## src/rtl/sorted_merge_2x8.sv

```systemverilog
// Two-bank stable merger: loads two key-sorted batches of eight words at once
// and streams all sixteen out in ascending key order, A winning key ties.
module sorted_merge_2x8 #(
  parameter int DSIZE  = 18,
  parameter int OFFSET = 8
) (
  input  logic             clk,
  input  logic             rst_n,
  input  logic             in_valid,
  output logic             in_ready,
  input  logic [DSIZE-1:0] a0,
  input  logic [DSIZE-1:0] a1,
  input  logic [DSIZE-1:0] a2,
  input  logic [DSIZE-1:0] a3,
  input  logic [DSIZE-1:0] a4,
  input  logic [DSIZE-1:0] a5,
  input  logic [DSIZE-1:0] a6,
  input  logic [DSIZE-1:0] a7,
  input  logic [DSIZE-1:0] b0,
  input  logic [DSIZE-1:0] b1,
  input  logic [DSIZE-1:0] b2,
  input  logic [DSIZE-1:0] b3,
  input  logic [DSIZE-1:0] b4,
  input  logic [DSIZE-1:0] b5,
  input  logic [DSIZE-1:0] b6,
  input  logic [DSIZE-1:0] b7,
  output logic             out_valid,
  input  logic             out_ready,
  output logic [DSIZE-1:0] out_data,
  output logic             out_last
);

  typedef enum logic {IDLE, MERGE} state_t;

  state_t           state;
  logic [DSIZE-1:0] bank_a [8];
  logic [DSIZE-1:0] bank_b [8];
  logic [3:0]       pa;
  logic [3:0]       pb;
  logic [4:0]       cnt;

  logic             load;
  logic             beat;
  logic             take_a;
  logic             a_left;
  logic             b_left;
  logic [DSIZE-1:0] word_a;
  logic [DSIZE-1:0] word_b;

  assign load = in_valid && in_ready;
  assign beat = out_valid && out_ready;

  // Pointers run 0..8; bit 3 set means that bank is used up.
  assign a_left = !pa[3];
  assign b_left = !pb[3];
  assign word_a = bank_a[pa[2:0]];
  assign word_b = bank_b[pb[2:0]];

  assign take_a = !b_left ||
                  (a_left && (word_a[DSIZE-1:OFFSET] <= word_b[DSIZE-1:OFFSET]));

  assign out_data = out_valid ? (take_a ? word_a : word_b) : '0;
  assign out_last = out_valid && (cnt == 5'd15);

  // Banks are only written on a load, so stray in_valid during MERGE is harmless.
  always_ff @(posedge clk) begin
    if (state == IDLE && in_valid) begin
      bank_a[0] <= a0;
      bank_a[1] <= a1;
      bank_a[2] <= a2;
      bank_a[3] <= a3;
      bank_a[4] <= a4;
      bank_a[5] <= a5;
      bank_a[6] <= a6;
      bank_a[7] <= a7;
      bank_b[0] <= b0;
      bank_b[1] <= b1;
      bank_b[2] <= b2;
      bank_b[3] <= b3;
      bank_b[4] <= b4;
      bank_b[5] <= b5;
      bank_b[6] <= b6;
      bank_b[7] <= b7;
    end
  end

  always_ff @(posedge clk or negedge rst_n) begin
    if (!rst_n) begin
      state     <= IDLE;
      in_ready  <= 1'b1;
      out_valid <= 1'b0;
      pa        <= '0;
      pb        <= '0;
      cnt       <= '0;
    end else begin
      case (state)
        IDLE: begin
          if (load) begin
            state     <= MERGE;
            in_ready  <= 1'b0;
            out_valid <= 1'b1;
            pa        <= '0;
            pb        <= '0;
            cnt       <= '0;
          end
        end
        MERGE: begin
          if (beat) begin
            if (take_a) begin
              pa <= pa + 4'd1;
            end else begin
              pb <= pb + 4'd1;
            end
            cnt <= cnt + 5'd1;
            if (cnt == 5'd15) begin
              state     <= IDLE;
              in_ready  <= 1'b1;
              out_valid <= 1'b0;
            end
          end
        end
        default: begin
          state     <= IDLE;
          in_ready  <= 1'b1;
          out_valid <= 1'b0;
        end
      endcase
    end
  end

endmodule

```

## config.mk

```make
export PLATFORM = sky130hd
export DESIGN_NAME = sorted_merge_2x8
export DESIGN_NICKNAME = d
export VERILOG_FILES = /design/src/rtl/sorted_merge_2x8.sv
export SDC_FILE = /design/constraint.sdc
export NUM_CORES = 1
export LEC_CHECK = 0
export ABC_AREA = 1
export BUFFER_PORTS_ARGS = -buffer_cell sky130_fd_sc_hd__clkbuf_2
export CAP_MARGIN = 0
export CORE_MARGIN = 5
export CORE_UTILIZATION = 53
export CTS_CLUSTER_SIZE = 8
export DETAILED_ROUTE_END_ITERATION = 6
export HOLD_SLACK_MARGIN = 0.02
export MAX_ROUTING_LAYER = met4
export PLACE_DENSITY = 0.83
export SYNTH_ARGS = -nofsm -noshare
export SYNTH_HDL_FRONTEND = slang
export SYNTH_SLANG_ARGS = --single-unit
```

## constraint.sdc

```tcl
create_clock -name clk -period 17 [get_ports clk]
set_clock_uncertainty 0.05 [all_clocks]
set_input_delay 3.4 -clock clk [delete_from_list [all_inputs] [get_ports clk]]
set_output_delay 3.4 -clock clk [all_outputs]
set_load 0.03 [all_outputs]
```

==> impl_metrics.tcl <==
set metrics [dict create \
    crit_type "reg2out" \
    regToRegStartpoint "pb[1]$_DFFE_PN0P_" \
    critPathMaxStageDelay_ps 970 \
    synthArstFlopShare 0.05263 \
    cts_tree "built" \
    dp_hpwl_mm 21.34 \
    r2r-end "pb[1]$_DFFE_PN0P_" \
    yosys_register_bits 304 \
    drv_slew 0 \
    required_ps 13550 \
    crit_path_end_kind "output pin" \
    numCtsBuffers 43 \
    coreArea_um2 23330 \
    nNetsFinal 1646 \
    drtIter0Drc 915 \
    initial_core_util 0.5360 \
    area_growth_pct 24.06 \
    drt_first_pass_iters 5 \
    dieArea_um2 26770 \
    ys_warn_count 0 \
    antenna_found_initial 1 \
    min_path_type "reg2reg" \
    critPathArrivalTime_ps 4960 \
    crit_path_cell_trace "clkinv_1 -> o21ai_0 -> o22ai_1 -> nand2_1 -> nand2_1 -> inv_1 -> ha_1 -> nand2_1 -> nand2_1 -> nand2_1 -> nand2_1 -> nand2_1 -> nand3_1 -> nand2_1 -> nand2_2 -> nand2_2 -> inv_8 -> nand2_1 -> nand2_1 -> nor2_1 -> clkbuf_2" \
    post-route-min-period_ps 8414 \
    cellPowerDensity_nw_per_um2 117.6 \
    grt_max_degree 188 \
    cp-endpoint "out_data[0]" \
    rr_worst_depth 20 \
    ys.flop_type "edfxtp_1" \
    io_buffers 312 \
    vias 9038 \
    grt_first_pass_wirelength_mm 48.42 \
    rrSetupSlack_ps 12990 \
    gp_congestion 0.8364 \
    outcome "completed" \
    synth_cell_type_count 35 \
    drv_cap 0 \
    synth_fp_nets 1338 \
    placed_cell_area_um2 14260 \
    max_freq_ghz 0.1188 \
    rows 56 \
    place_inst 1614 \
    syn_avg_cell_area_um2 12.12 \
    synth_area_um2 12510 \
    clock_latency_ps 520 \
    post-cts-setup-buffers 0 \
    critical-path-slowest-cell "clkinv_1" \
    yosysSeqAreaShare 0.7236 \
    setup_tns_ps 0 \
    cts_root_buf "clkbuf_16" \
    grt_use_total 0.2389 \
    wl_mm 31.77 \
    worst_pin_slew_ps 1183 \
    finalHoldViolCount 0 \
    vdd_drop_max_uv 115.5 \
    fp.dieH_um 163.6 \
    setup_viol 0 \
    synth-edff-count 288 \
    wl_per_cell_um 18.74 \
    cp-startpoint "pb[1]$_DFFE_PN0P_" \
    cts_max_level 2 \
    grt_pass1_vias 9282 \
    cts_resized 0 \
    grt_setup_unrepaired "false" \
    fin_cells 1695 \
    die_width_um 163.6 \
    ios 313 \
    overflow 0 \
    avgViaCountPerCell 5.332 \
    drcViolationCount 0 \
    ant_nets 0 \
    p_leak_uw 0.006440 \
    slew-limit-headroom 0.2112 \
    path_max_fanout 48 \
    clock_path_buffers 3 \
    fill_cells 1686 \
    fin_util 0.6650 \
    cts_hold_buf 0 \
    cp-start-kind "register" \
    path_common_cell "nand2_1" \
    clkSinkCount 304 \
    drive_above_1_share 0.2880 \
    cts.clk_slew.worst_paths_ps 50 \
    fin_crit_sh 0.4950 \
    design_area_um2 15520 \
    netlist_instances 1032 \
]
==> flip-flops by register name, indices dropped and copies added (netlist names) <==
register   flops
state          1
cnt            5
bank_a       144
pb             4
in_ready       1
out_valid      1
pa             4
bank_b       144
==> metrics by stage <==
stage,hold WS [ps],power [uW],worst slack [ps]
after floorplan,391.9,990.6,4339
after global placement,410.0,1046,9226
after detailed placement,416.8,1051,9170
after CTS,428.5,1838,8587
after global routing,469.1,1889,8173
final,423.3,1824,8586
==> logic make-up after synthesis <==
kind of cell	count (synthesis)	synth area share
simple gates	450	0.1483
flops	304	0.7236
compound gates	171	0.07873
buf+inv	90	0.03321
fa+ha+maj	14	0.01401
xor+xnor	2	0.001401
mux	1	0.0008004
==> critical path, delay by kind of cell, from the launching register on <==
kind	cells	cell delay, ps
AOI/OAI and AO/OA	2	420
adders and majority gates	1	240
buffers and inverters	4	1450
DFF	1	940
and+or+nand+nor	14	1370
==> report_power, final <==
part	internal (uW)	leakage (uW)	total [uW]	switching, uW
Clock	484	0.000594	787	303
Combinational	50.7	0.00283	138	87.5
Sequential	884	0.00302	899	14.5
Total	1420	0.00644	1820	405
==> synth_stat cells (2+ instances only) <==
cell	number	area, um^2
o21ai_1	10	50.05
nand3_1	91	455.4
a21oi_1	21	105.1
nor2_1	130	488.0
clkinv_1	4	15.01
o22ai_1	32	200.2
a31oi_1	3	18.77
inv_2	3	11.26
clkbuf_1	28	105.1
inv_1	27	101.4
buf_6	2	22.52
dfrtp_1	15	375.4
buf_2	19	95.09
nand2_2	4	25.02
edfxtp_1	288	8648
o21ai_0	88	440.4
a32oi_1	8	70.07
nand4_1	2	12.51
buf_4	4	30.03
a31oi_2	6	75.07
nand2_1	210	788.3
ha_1	14	175.2
nor2_2	11	68.82
==> cells in the final DEF, fill, tap and decap left out, types with 4 or more instances in the layout <==
cell         n
clkbuf_2   312
edfxtp_1   288
nand2_1    210
nor2_1     129
nand3_1     91
o21ai_0     88
clkbuf_16   44
clkbuf_1    34
o22ai_1     32
inv_1       27
a21oi_1     21
ha_1        14
dfrtp_1     12
nor2_2      11
o21ai_1     10
a32oi_1      8
a31oi_2      6
buf_4        5
clkinv_1     4
nand2_2      4
==> routing by layer <==
layer  part of all wire  global-route usage  wire length, um
met4              0.023             0.06634              718
met1               0.39              0.2998            12260
met5                  0                   -                0
met3              0.089             0.05299             2833
met2               0.50              0.3959            15950
==> worst min path at each step <==
stage,startpoint,endpoint,depth (start not counted)
after global placement,pb[3]$_DFFE_PN0P_,pb[3]$_DFFE_PN0P_,2
after global routing,pb[3]$_DFFE_PN0P_,pb[3]$_DFFE_PN0P_,2
after detailed placement,pb[3]$_DFFE_PN0P_,pb[3]$_DFFE_PN0P_,2
final,pb[3]$_DFFE_PN0P_,pb[3]$_DFFE_PN0P_,2
after CTS,pb[3]$_DFFE_PN0P_,pb[3]$_DFFE_PN0P_,2
after floorplan,pb[3]$_DFFE_PN0P_,pb[3]$_DFFE_PN0P_,2
==> final cells by class <==
| class | count | area (um^2) | share of cell area |
|---|---|---|---|
| sequential | 304 | 9054 | 0.5835 |
| multi-input combinational | 638 | 3049 | 0.1965 |
| timing repair buffer | 318 | 1619 | 0.1043 |
| clock buffer | 78 | 1229 | 0.07919 |
| tap | 319 | 399.1 | 0.02572 |
| inverter | 35 | 138.9 | 0.008951 |
| clock inverter | 2 | 25.02 | 0.001613 |
| antenna | 1 | 2.502 | 0.0001613 |
(Power assumes the default switching activity.)
